**src/rtl/chroma_pkg.sv**
```systemverilog
// Shared types and constants for the 4:2:2 -> 4:4:4 chroma job sequencer.
package chroma_pkg;

   typedef enum logic [2:0] {
      S_IDLE  = 3'd0,
      S_ISSUE = 3'd1,
      S_WAIT  = 3'd2,
      S_DONE  = 3'd3,
      S_ERR   = 3'd4
   } seq_state_e;

   typedef enum logic [1:0] {
      ERR_NONE    = 2'd0,
      ERR_LEN     = 2'd1,
      ERR_TIMEOUT = 2'd2,
      ERR_ABORT   = 2'd3
   } err_code_e;

   localparam int unsigned BYTES_PER_BEAT = 32'd8;
   localparam int unsigned OUT_EXPANSION  = 32'd2;

   // True when a byte address or length is not a whole 8-byte word.
   function automatic logic misaligned(input logic [2:0] low_bits);
      return (low_bits != 3'd0);
   endfunction

endpackage

```
**src/rtl/chroma_cmd_slot.sv**
```systemverilog
// Single mover command slot: holds valid until handshake, records that the command went out.
module chroma_cmd_slot (
   input  logic clk,
   input  logic rst,
   input  logic load,
   input  logic ready,
   input  logic abort,
   output logic valid,
   output logic sent
);

   logic valid_r;
   logic sent_r;

   // Raise valid on load, retire it on handshake; abort wipes the slot.
   always_ff @(posedge clk or posedge rst) begin
      if (rst) begin
         valid_r <= 1'b0;
         sent_r  <= 1'b0;
      end else if (abort) begin
         valid_r <= 1'b0;
         sent_r  <= 1'b0;
      end else if (load) begin
         valid_r <= 1'b1;
         sent_r  <= 1'b0;
      end else if (valid_r && ready) begin
         valid_r <= 1'b0;
         sent_r  <= 1'b1;
      end else begin
         valid_r <= valid_r;
         sent_r  <= sent_r;
      end
   end

   // An abort withdraws a pending command in the same cycle so it cannot handshake.
   assign valid = valid_r & ~abort;
   assign sent  = sent_r;

endmodule

```
**src/rtl/chroma_job_sequencer.sv**
```systemverilog
// Splits a chroma conversion job into chunks, issues read/write mover commands per chunk
// and tracks converter output beats until each chunk, then the job, completes.
module chroma_job_sequencer
   import chroma_pkg::*;
#(
   parameter int ADDR_WIDTH  = 32'd64,
   parameter int LEN_WIDTH   = 32'd32,
   parameter int CHUNK_BYTES = 32'd128,
   parameter int TIMEOUT     = 32'd1024
) (
   input  logic                  clk,
   input  logic                  rst,
   input  logic                  job_valid,
   output logic                  job_ready,
   input  logic [ADDR_WIDTH-1:0] job_src,
   input  logic [ADDR_WIDTH-1:0] job_dst,
   input  logic [LEN_WIDTH-1:0]  job_len,
   input  logic                  abort,
   output logic                  rd_valid,
   input  logic                  rd_ready,
   output logic [ADDR_WIDTH-1:0] rd_src,
   output logic [LEN_WIDTH-1:0]  rd_len,
   output logic                  wr_valid,
   input  logic                  wr_ready,
   output logic [ADDR_WIDTH-1:0] wr_dest,
   input  logic                  mon_valid,
   input  logic                  mon_ready,
   output logic                  busy,
   output logic                  done,
   output logic                  error,
   output logic [1:0]            err_code
);

   localparam int TMR_W = (TIMEOUT > 32'sd1) ? $clog2(TIMEOUT) : 32'sd1;
   localparam logic [TMR_W-1:0] TMR_LAST =
      (TIMEOUT > 32'sd0) ? TMR_W'(TIMEOUT - 32'sd1) : {TMR_W{1'b0}};
   localparam logic [LEN_WIDTH-1:0] CHUNK_MAX = LEN_WIDTH'(CHUNK_BYTES);
   // Each 8-byte input word expands to two 8-byte output beats: beats = bytes / 4.
   localparam int BEAT_SHIFT = $clog2(BYTES_PER_BEAT / OUT_EXPANSION);

   seq_state_e            state_r, state_nxt_s;
   err_code_e             err_code_r;
   logic [ADDR_WIDTH-1:0] cur_src_r, cur_dst_r, rd_src_r, wr_dest_r;
   logic [ADDR_WIDTH-1:0] next_src_s, next_dst_s;
   logic [LEN_WIDTH-1:0]  rem_r, rd_len_r, beat_cnt_r, next_rem_s;
   logic [TMR_W-1:0]      timer_r;
   logic                  job_ready_r, busy_r, done_r, error_r;
   logic                  accept_s, bad_s, load_s, to_wait_s, beat_s, chunk_end_s;
   logic                  timeout_s, abort_s, rd_sent_s, wr_sent_s;

   function automatic logic [LEN_WIDTH-1:0] chunk_of(input logic [LEN_WIDTH-1:0] len);
      return (len > CHUNK_MAX) ? CHUNK_MAX : len;
   endfunction

   assign abort_s    = abort & ((state_r == S_ISSUE) || (state_r == S_WAIT));
   assign next_rem_s = rem_r - rd_len_r;
   assign next_src_s = cur_src_r + ADDR_WIDTH'(rd_len_r);
   assign next_dst_s = cur_dst_r + ADDR_WIDTH'(rd_len_r) * ADDR_WIDTH'(OUT_EXPANSION);

   chroma_cmd_slot u_rd_slot (
      .clk   (clk),
      .rst   (rst),
      .load  (load_s),
      .ready (rd_ready),
      .abort (abort_s),
      .valid (rd_valid),
      .sent  (rd_sent_s)
   );

   chroma_cmd_slot u_wr_slot (
      .clk   (clk),
      .rst   (rst),
      .load  (load_s),
      .ready (wr_ready),
      .abort (abort_s),
      .valid (wr_valid),
      .sent  (wr_sent_s)
   );

   // State register.
   always_ff @(posedge clk or posedge rst) begin
      if (rst) begin
         state_r <= S_IDLE;
      end else begin
         state_r <= state_nxt_s;
      end
   end

   // Next-state decode; abort outranks beats and handshakes.
   always_comb begin
      state_nxt_s = state_r;
      accept_s    = 1'b0;
      bad_s       = 1'b0;
      load_s      = 1'b0;
      to_wait_s   = 1'b0;
      beat_s      = 1'b0;
      chunk_end_s = 1'b0;
      timeout_s   = 1'b0;
      case (state_r)
         S_IDLE: begin
            if (job_valid && job_ready_r) begin
               accept_s = 1'b1;
               if ((job_len == {LEN_WIDTH{1'b0}}) || misaligned(job_len[2:0]) ||
                   misaligned(job_src[2:0]) || misaligned(job_dst[2:0])) begin
                  bad_s       = 1'b1;
                  state_nxt_s = S_ERR;
               end else begin
                  load_s      = 1'b1;
                  state_nxt_s = S_ISSUE;
               end
            end else begin
               state_nxt_s = S_IDLE;
            end
         end
         S_ISSUE: begin
            if (abort_s) begin
               state_nxt_s = S_ERR;
            end else if (rd_sent_s && wr_sent_s) begin
               to_wait_s   = 1'b1;
               state_nxt_s = S_WAIT;
            end else begin
               state_nxt_s = S_ISSUE;
            end
         end
         S_WAIT: begin
            if (abort_s) begin
               state_nxt_s = S_ERR;
            end else if (mon_valid && mon_ready) begin
               beat_s = 1'b1;
               if (beat_cnt_r == LEN_WIDTH'(1)) begin
                  chunk_end_s = 1'b1;
                  if (next_rem_s == {LEN_WIDTH{1'b0}}) begin
                     state_nxt_s = S_DONE;
                  end else begin
                     load_s      = 1'b1;
                     state_nxt_s = S_ISSUE;
                  end
               end else begin
                  state_nxt_s = S_WAIT;
               end
            end else if ((TIMEOUT > 32'sd0) && (timer_r == TMR_LAST)) begin
               timeout_s   = 1'b1;
               state_nxt_s = S_ERR;
            end else begin
               state_nxt_s = S_WAIT;
            end
         end
         S_DONE:  state_nxt_s = S_IDLE;
         S_ERR:   state_nxt_s = S_IDLE;
         default: state_nxt_s = S_IDLE;
      endcase
   end

   // Registered status flags, error code, chunk bookkeeping and idle timer.
   always_ff @(posedge clk or posedge rst) begin
      if (rst) begin
         job_ready_r <= 1'b1;
         busy_r      <= 1'b0;
         done_r      <= 1'b0;
         error_r     <= 1'b0;
         err_code_r  <= ERR_NONE;
         cur_src_r   <= {ADDR_WIDTH{1'b0}};
         cur_dst_r   <= {ADDR_WIDTH{1'b0}};
         rd_src_r    <= {ADDR_WIDTH{1'b0}};
         wr_dest_r   <= {ADDR_WIDTH{1'b0}};
         rem_r       <= {LEN_WIDTH{1'b0}};
         rd_len_r    <= {LEN_WIDTH{1'b0}};
         beat_cnt_r  <= {LEN_WIDTH{1'b0}};
         timer_r     <= {TMR_W{1'b0}};
      end else begin
         job_ready_r <= (state_nxt_s == S_IDLE);
         busy_r      <= (state_nxt_s == S_ISSUE) || (state_nxt_s == S_WAIT);
         done_r      <= (state_nxt_s == S_DONE);
         error_r     <= (state_nxt_s == S_ERR);

         if (accept_s) begin
            err_code_r <= bad_s ? ERR_LEN : ERR_NONE;
         end else if (abort_s) begin
            err_code_r <= ERR_ABORT;
         end else if (timeout_s) begin
            err_code_r <= ERR_TIMEOUT;
         end else begin
            err_code_r <= err_code_r;
         end

         if (accept_s && !bad_s) begin
            cur_src_r <= job_src;
            cur_dst_r <= job_dst;
            rem_r     <= job_len;
            rd_src_r  <= job_src;
            wr_dest_r <= job_dst;
            rd_len_r  <= chunk_of(job_len);
         end else if (chunk_end_s) begin
            cur_src_r <= next_src_s;
            cur_dst_r <= next_dst_s;
            rem_r     <= next_rem_s;
            if (load_s) begin
               rd_src_r  <= next_src_s;
               wr_dest_r <= next_dst_s;
               rd_len_r  <= chunk_of(next_rem_s);
            end else begin
               rd_len_r  <= rd_len_r;
            end
         end else begin
            rem_r <= rem_r;
         end

         if (to_wait_s) begin
            beat_cnt_r <= rd_len_r >> BEAT_SHIFT;
         end else if (beat_s) begin
            beat_cnt_r <= beat_cnt_r - LEN_WIDTH'(1);
         end else begin
            beat_cnt_r <= beat_cnt_r;
         end

         if ((state_r == S_WAIT) && (state_nxt_s == S_WAIT) && !beat_s) begin
            timer_r <= timer_r + TMR_W'(1);
         end else begin
            timer_r <= {TMR_W{1'b0}};
         end
      end
   end

   assign job_ready = job_ready_r;
   assign busy      = busy_r;
   assign done      = done_r;
   assign error     = error_r;
   assign err_code  = err_code_r;
   assign rd_src    = rd_src_r;
   assign rd_len    = rd_len_r;
   assign wr_dest   = wr_dest_r;

endmodule

```
**config.mk**
```make
export PLATFORM = sky130hd
export DESIGN_NAME = chroma_job_sequencer
export DESIGN_NICKNAME = d
export VERILOG_FILES = /design/src/rtl/chroma_pkg.sv /design/src/rtl/chroma_cmd_slot.sv /design/src/rtl/chroma_job_sequencer.sv
export SDC_FILE = /design/constraint.sdc
export NUM_CORES = 1
export LEC_CHECK = 0
export CAP_MARGIN = 20
export CORE_ASPECT_RATIO = 1.2
export CORE_UTILIZATION = 50
export CTS_CLUSTER_SIZE = 12
export DETAILED_ROUTE_END_ITERATION = 16
export GPL_TIMING_DRIVEN = 0
export MAX_ROUTING_LAYER = met4
export PLACE_DENSITY = 0.89
export SKIP_CTS_REPAIR_TIMING = 1
export SLEW_MARGIN = 20
export SYNTH_ARGS = -nofsm -noshare
export SYNTH_HDL_FRONTEND = slang
export SYNTH_SLANG_ARGS = --single-unit
```
**constraint.sdc**
```tcl
create_clock -name clk -period 13.44 [get_ports clk]
set_input_delay 2.688 -clock clk [delete_from_list [all_inputs] [get_ports clk]]
set_output_delay 2.688 -clock clk [all_outputs]
set_load 0.02 [all_outputs]
```
Word level (Yosys, flattened, before mapping)
Cells that the tools add are included.
{"block": "totals", "reg_bits": 375, "latch_bits": 0, "ramBits": 0, "rom_bits": 0, "input_bits": 168, "output_inout_bits": 168, "wordCells": 138, "mem_count": 0}
{"block": "op_classes", "add_sub_neg": 5, "multipliers": 0, "n_div": 0, "n_lt_le_gt_ge": 2, "eq_ne": 8, "n_shift": 0, "muxes": 72, "bitwise": 4, "n_reduce_logical": 29}
{"cell": "two-way mux 64 bit", "n": 10}
{"cell": "two-way mux 32 bit", "n": 9}
{"cell": "adder 64 x 32 -> 64 bit", "n": 1}
{"cell": "adder 64 x 33 -> 64 bit", "n": 1}
{"cell": "> comparator 32 x 8 -> 1 bit, second input constant", "n": 2}
{"cell": "logical NOT 32 bit", "n": 2}
{"cell": "two-way mux 1 bit", "n": 38}
{"cell": "== test 32 x 1 -> 1 bit, second input constant", "n": 1}
{"cell": "subtractor 32 x 1 -> 32 bit, second input constant", "n": 1}
{"cell": "subtractor 32 bit", "n": 1}
{"cell": "two-way mux 3 bit", "n": 7}
{"cell": "nonzero test 3 bit", "n": 6}
{"cell": "adder 10 x 1 -> 10 bit, second input constant", "n": 1}
{"cell": "== test 10 bit, second input constant", "n": 1}
{"cell": "two-way mux 10 bit", "n": 1}
{"cell": "two-way mux 2 bit", "n": 5}
{"cell": "== test 3 x 2 -> 1 bit, second input constant", "n": 3}
{"cell": "one-hot mux 3 bit (3 select lines)", "n": 1}
{"cell": "logical AND 1 bit", "n": 8}
{"cell": "== test 3 x 1 -> 1 bit, second input constant", "n": 2}
{"cell": "logical NOT 3 bit", "n": 2}
{"cell": "nonzero test 2 bit", "n": 3}
{"cell": "logical OR 1 bit", "n": 5}
{"cell": "AND 1 bit", "n": 3}
{"cell": "other kinds (5)", "n": 6}

Longest topological paths before layout
{"block": "logic_depth", "word_depth": 11, "ltp_mapped": 16, "ltp_nobuf": 15}

Modules after synthesis
A second synthesis with hierarchy kept.
{"block": "hier_totals", "cells_unflattened": 2802, "area_unflattened_um2": 23486.3}
{"mod": "chroma_job_sequencer", "n_inst": 1, "cells_per_inst": 2784, "area_per_inst_um2": 23308.6, "seq_area_each_um2": 9285.2}
{"mod": "chroma_cmd_slot", "n_inst": 2, "cells_per_inst": 9, "area_per_inst_um2": 88.8, "seq_area_each_um2": 50.0}

Worst setup path before layout
Ideal clock, no wire load.
{"block": "synth_path", "kind": "input -> output", "start": "in abort", "end": "out rd_valid", "t_arrival_ps": 3044, "t_required_ps": 10752, "slack_ps": 7708, "stages": 3, "n_path_buf": 0, "path_cell_list": "nand3b_1 > nand2_1 > inv_1"}
{"block": "synth_between", "elab_chain_len": 3}
{"element": "from (decl)", "line_no": "chroma_job_sequencer.sv:18", "text": "input logic abort,"}
{"element": "AND 1 bit", "line_no": "chroma_job_sequencer.sv:55", "text": "assign abort_s = abort & ((state_r == S_ISSUE) || (state_r == S_WAIT));"}
{"element": "NOT 1 bit", "line_no": "chroma_cmd_slot.sv:36", "text": "assign valid = valid_r & ~abort;"}
{"element": "AND 1 bit", "line_no": "chroma_cmd_slot.sv:36"}
{"element": "to (decl)", "line_no": "chroma_job_sequencer.sv:19", "text": "output logic rd_valid,"}
Every way passes these cells.

Worst setup path in the final report
{"block": "layout_path", "start": "in job_len[8]", "end": "reg rem_r[8]"}
{"block": "layout_between", "elab_chain_len": 10, "word_cells_on_any_way": 11, "classes_between": "4 x mux; 7 x reduce/logical"}
{"element": "from (decl)", "line_no": "chroma_job_sequencer.sv:17", "text": "input logic [LEN_WIDTH-1:0] job_len,"}
{"element": "logical NOT 32 bit", "line_no": "chroma_job_sequencer.sv:103", "text": "if ((job_len == {LEN_WIDTH{1'b0}}) || misaligned(job_len[2:0]) ||"}
{"element": "logical OR 1 bit (2 in series)", "line_no": "chroma_job_sequencer.sv:103"}
{"element": "logical OR 1 bit", "line_no": "chroma_job_sequencer.sv:104", "text": "misaligned(job_src[2:0]) || misaligned(job_dst[2:0])) begin"}
{"element": "two-way mux 1 bit", "line_no": "chroma_job_sequencer.sv:103"}
{"element": "two-way mux 1 bit", "line_no": "chroma_job_sequencer.sv:101", "text": "if (job_valid && job_ready_r) begin"}
{"element": "two-way mux 1 bit", "line_no": "chroma_job_sequencer.sv:99", "text": "case (state_r)"}
{"element": "logical NOT 1 bit", "line_no": "chroma_job_sequencer.sv:186", "text": "if (accept_s && !bad_s) begin"}
{"element": "logical AND 1 bit", "line_no": "chroma_job_sequencer.sv:186"}
{"element": "two-way mux 32 bit / nonzero test 2 bit (equally long branches)"}
{"element": "to (signal assigned)", "line_no": "chroma_job_sequencer.sv:189", "text": "rem_r <= job_len;"}
{"element": "to (signal assigned)", "line_no": "chroma_job_sequencer.sv:196", "text": "rem_r <= next_rem_s;"}
{"element": "to (signal assigned)", "line_no": "chroma_job_sequencer.sv:205", "text": "rem_r <= rem_r;"}
{"element": "to (decl)", "line_no": "chroma_job_sequencer.sv:45", "text": "logic [LEN_WIDTH-1:0] rem_r, rd_len_r, beat_cnt_r, next_rem_s;"}
Several ways; a longest one is shown, not always the timed one.
A chain may end at the register's enable or synchronous reset.

==> metrics.txt <==
# TYPE chip_impl_metric gauge
chip_impl_info{name="outcome",value="finished, final reports clean"} 1
chip_impl_metric{name="totalWireLength",unit="um"} 87500
chip_impl_metric{name="floorplan.io_pins",unit=""} 336
chip_impl_metric{name="power.clock.fraction",unit="%"} 43.8
chip_impl_metric{name="gp_routability_congestion",unit=""} 1.05
chip_impl_metric{name="required",unit="ns"} 13.85
chip_impl_metric{name="start_util",unit="%"} 50.8
chip_impl_metric{name="ys_ff_latch",unit=""} 375
chip_impl_metric{name="grt_first_pass_wirelength",unit="um"} 130000
chip_impl_metric{name="swShare",unit="%"} 25.8
chip_impl_metric{name="detailed_place.area",unit="mm^2"} 0.0270
chip_impl_metric{name="antenna_found_initial",unit=""} 10
chip_impl_metric{name="power_frac_comb",unit="%"} 11.7
chip_impl_metric{name="achievable-frequency",unit="GHz"} 0.140
chip_impl_metric{name="yosys.cell_types.count",unit=""} 71
chip_impl_metric{name="synthesis.nets",unit=""} 2913
chip_impl_metric{name="peakVddDrop",unit="mV"} 0.0728
chip_impl_metric{name="avgRoutedWirePerCell",unit="um"} 23.8
chip_impl_info{name="start_kind",value="primary input"} 1
chip_impl_metric{name="clock_tree.buffer_depth",unit=""} 3
chip_impl_metric{name="timing.setup.tns",unit="ns"} 0
chip_impl_metric{name="first_global_vias",unit=""} 22400
chip_impl_metric{name="power_switching",unit="uW"} 679
chip_impl_metric{name="drt-pass1-iter-count",unit=""} 6
chip_impl_metric{name="p_leak",unit="uW"} 0.0130
chip_impl_metric{name="floorplan.die.width",unit="um"} 197
chip_impl_metric{name="timing.max_slew.rel_slack",unit="%"} 19.4
chip_impl_metric{name="postSynth.asyncResetShare",unit="%"} 100
chip_impl_metric{name="drv_cap",unit=""} 0
chip_impl_info{name="crit_top_cell",value="sky130_fd_sc_hd__clkbuf_1"} 1
chip_impl_metric{name="final_nets",unit=""} 3295
chip_impl_metric{name="post_route_cells_drive_above_1_share",unit="%"} 3.73
chip_impl_metric{name="tritoncts.num_buffers",unit=""} 41
chip_impl_metric{name="ant_nets",unit=""} 0
chip_impl_metric{name="timing.clock.skew",unit="ns"} 0.0297
chip_impl_metric{name="clkLatencyLatePin",unit="ns"} 0.59
chip_impl_metric{name="floorplan.core_area",unit="mm^2"} 0.0449
chip_impl_metric{name="period_share",unit="%"} 53.0
chip_impl_info{name="min_path_type",value="reg -> reg"} 1
chip_impl_metric{name="worstRegToRegCells",unit=""} 14
chip_impl_metric{name="synth-edff-count",unit=""} 0
chip_impl_metric{name="portBuffers",unit=""} 335
chip_impl_metric{name="ff_latch_area",unit="mm^2"} 0.00939
chip_impl_metric{name="worst_pin_slew",unit="ns"} 1.21
chip_impl_metric{name="design_area",unit="mm^2"} 0.0284
chip_impl_info{name="critical_path_class",value="in -> reg"} 1
chip_impl_metric{name="filler_cell_count",unit=""} 3756
chip_impl_metric{name="rows",unit=""} 85
chip_impl_metric{name="grt_overflow",unit=""} 0
chip_impl_metric{name="slew_violations",unit=""} 0
chip_impl_info{name="worstSetupEndpointType",value="flip-flop"} 1
chip_impl_metric{name="pre_cts_slack",unit="ns"} 5.98
chip_impl_info{name="unrepaired_setup_endpoints_after_global_routing",value="false"} 1
chip_impl_metric{name="total_power",unit="uW"} 2630
chip_impl_metric{name="die_area",unit="mm^2"} 0.0464
chip_impl_metric{name="worst_slack",unit="ns"} 6.32
chip_impl_metric{name="synth_sequential_area_ratio",unit="%"} 41.2
chip_impl_metric{name="ys_warn_count",unit=""} 0
chip_impl_metric{name="hold-path-cell-count",unit=""} 1
chip_impl_metric{name="p_per_area",unit="mW/mm^2"} 92.8
chip_impl_metric{name="clock_sinks",unit=""} 375
chip_impl_info{name="path_cells",value="clkdlybuf4s50_1, nor4_1, nand4_1, or3_1, inv_1, nand2_1, nand2_1, clkbuf_1, clkbuf_1, clkbuf_1, buf_1, a31oi_1"} 1
chip_impl_metric{name="path_max_fanout",unit=""} 10
chip_impl_info{name="worst_path_max_delay_cell",value="sky130_fd_sc_hd__clkbuf_1"} 1
chip_impl_metric{name="routed_via_count_divided_by_cell_count",unit=""} 6.24
chip_impl_metric{name="critical-path-max-stage-delay",unit="ns"} 0.75
chip_impl_info{name="root_buffer_cell",value="sky130_fd_sc_hd__clkbuf_16"} 1
chip_impl_metric{name="dp_hpwl",unit="um"} 65200
chip_impl_metric{name="detail_route.drc_violations",unit=""} 0
chip_impl_info{name="tritoncts",value="yes"} 1
chip_impl_metric{name="initialDrtViolationCount",unit=""} 1983
chip_impl_metric{name="synth_cells",unit=""} 2644
chip_impl_metric{name="final-setup-viol-count",unit=""} 0
chip_impl_metric{name="internal_power",unit="uW"} 1950
chip_impl_metric{name="via_count",unit=""} 22900
chip_impl_metric{name="arrival",unit="ns"} 7.53
chip_impl_metric{name="pin_count_of_the_biggest_net_entering_global_routing",unit=""} 90
chip_impl_metric{name="timing_hold_violations_final",unit=""} 0
chip_impl_metric{name="synth_area",unit="mm^2"} 0.0228
chip_impl_metric{name="syn-mean-instance-area",unit="um^2"} 8.62
chip_impl_metric{name="finalWorstPathRequiredPeriod",unit="ns"} 7.12
chip_impl_metric{name="share_seq_of_total_power",unit="%"} 44.5
chip_impl_info{name="synthFlopType",value="sky130_fd_sc_hd__dfrtp_1"} 1
chip_impl_metric{name="clock_slew_seen_by_the_registers_of_the_worst_setup_and_hold_paths",unit="ns"} 0.06
chip_impl_metric{name="htree_num_levels",unit=""} 2
chip_impl_metric{name="die_h",unit="um"} 236
chip_impl_metric{name="flow.area_growth_from_synthesis",unit="%"} 24.5
chip_impl_metric{name="global_route.usage.total",unit="%"} 38.4
chip_impl_metric{name="multi_input_area",unit="mm^2"} 0.0126
[final timing paths]
path,startpoint,end,slack [ns]
min in group asynchronous,rst,u_wr_slot.valid_r$_DFFE_PP0P_,2.56
max in group asynchronous,rst,cur_dst_r[43]$_DFFE_PP0P_,9.31
worst min register to register,wr_dest[44]$_DFFE_PP0P_,wr_dest[44]$_DFFE_PP0P_,0.48
worst max-delay path,job_len[8],rem_r[8]$_DFFE_PP0P_,6.32
worst max register to register,rd_len[7]$_DFFE_PP0P_,rd_src[27]$_DFFE_PP0P_,7.75
worst min-delay path,wr_dest[44]$_DFFE_PP0P_,wr_dest[44]$_DFFE_PP0P_,0.48
[state kept, by name, summed over array words and instances (netlist names), 10 cells and up]
register    cells
cur_dst_r      64
timer_r        10
rem_r          32
wr_dest        64
cur_src_r      64
rd_src         64
beat_cnt_r     32
rd_len         32
[layout make-up]
| type | count | area share (%) |
|---|---|---|
| Tap cell | 609 | 2.69 |
| Clock buffer | 60 | 4.15 |
| Timing Repair Buffer | 339 | 12.2 |
| Clock inverter | 10 | 0.481 |
| Sequential cell | 375 | 33.1 |
| Inverter | 75 | 1.02 |
| Buffer | 136 | 2.00 |
| Antenna cell | 11 | 0.0970 |
| Multi-Input combinational cell | 2058 | 44.3 |
[metrics by stage]
step / cells / hold WS (ns) / utilization, %
after floorplan: 2644 / 0.443 / -
after global placement: 3588 / 0.460 / 59.9
after detailed placement: 3592 / 0.465 / 60.2
after CTS: 3662 / 0.477 / 63.1
after global routing: 3673 / 0.487 / 63.2
final: 3673 / 0.475 / 63.2
[routing by layer]
| metal | share of wire [%] | GRT usage, % | wire length, um |
|---|---|---|---|
| met5 | 0 | - | 0 |
| met4 | 8.1 | 27.1 | 7120 |
| met3 | 11 | 9.69 | 9360 |
| met2 | 46 | 59.5 | 40200 |
| met1 | 35 | 43.3 | 30800 |
[cells in the final DEF (no fill, tap or decap), types with 11 or more instances in the layout]
cell                              Yosys  routed
sky130_fd_sc_hd__or4_1               11      11
sky130_fd_sc_hd__buf_4               12      12
sky130_fd_sc_hd__o21ai_1             20      20
sky130_fd_sc_hd__clkbuf_1           107     117
sky130_fd_sc_hd__and2_1              36      36
sky130_fd_sc_hd__a21boi_0            11      11
sky130_fd_sc_hd__or3_1               21      21
sky130_fd_sc_hd__ha_1                98      98
sky130_fd_sc_hd__and3_1              22      22
sky130_fd_sc_hd__o21a_1              18      18
sky130_fd_sc_hd__a22oi_1             24      24
sky130_fd_sc_hd__clkdlybuf4s50_1      0     335
sky130_fd_sc_hd__mux2_1              14      14
sky130_fd_sc_hd__nor2_1             244     243
sky130_fd_sc_hd__nand3_1             66      66
sky130_fd_sc_hd__diode_2              0      11
sky130_fd_sc_hd__a21o_1              87      87
sky130_fd_sc_hd__a31oi_1             28      28
sky130_fd_sc_hd__clkbuf_16            0      41
sky130_fd_sc_hd__xor2_1              87      87
sky130_fd_sc_hd__o21ai_0            249     249
sky130_fd_sc_hd__dfrtp_1            374     374
sky130_fd_sc_hd__nand2_1            334     334
sky130_fd_sc_hd__a211oi_1            51      51
sky130_fd_sc_hd__inv_1               75      74
sky130_fd_sc_hd__a21oi_1            224     224
sky130_fd_sc_hd__nand2b_1            23      23
sky130_fd_sc_hd__nor3_1              49      47
sky130_fd_sc_hd__nand4_1             37      37
sky130_fd_sc_hd__xnor2_1            114     114
sky130_fd_sc_hd__nor4_1              25      25
sky130_fd_sc_hd__o211ai_1            19      19
sky130_fd_sc_hd__mux2i_1             25      25
[worst max-delay path, delay by kind of cell]
family                 cells  cell delay, ns
AO/OA/AOI/OAI              1            0.20
buffers and inverters      6            3.11
AND/OR/NAND/NOR            5            1.51
[cells in the mapped netlist (all sizes together) (22+ instances only)]
cell | count | share of area (%)
buf | 29 | 0.73
nand2 | 334 | 5.5
o21ai | 269 | 5.9
clkbuf | 107 | 1.8
nor3 | 49 | 1.1
xnor2 | 114 | 4.4
a21o | 87 | 2.9
a211oi | 52 | 1.7
nor2 | 244 | 4.0
mux2i | 25 | 1.1
a21oi | 224 | 4.9
and2 | 36 | 0.99
dfrtp | 374 | 41
xor2 | 87 | 3.3
nand2b | 23 | 0.63
inv | 75 | 1.2
a31oi | 29 | 0.82
ha | 98 | 5.4
a22oi | 24 | 0.79
nor4 | 25 | 0.69
and3 | 22 | 0.60
nand3 | 67 | 1.5
nand4 | 37 | 1.0
[power groups by stage]
stage               Clock, uW  Sequential [uW]  Combinational [uW]
floorplan                   0             1190                 177
global placement            0             1190                 296
detailed placement          0             1190                 303
CTS                      1150             1170                 305
global route             1190             1170                 334
finish                   1150             1170                 308
[cell families after synthesis]
| family | after synthesis | synth area share [%] |
|---|---|---|
| flops | 375 | 41.2 |
| mux | 41 | 1.89 |
| fa+ha+maj | 101 | 5.65 |
| compound gates | 816 | 21.9 |
| simple gates | 899 | 17.9 |
| xor+xnor | 201 | 7.73 |
| buf+inv | 211 | 3.72 |
No activity file was read; power rests on OpenSTA's default activity.
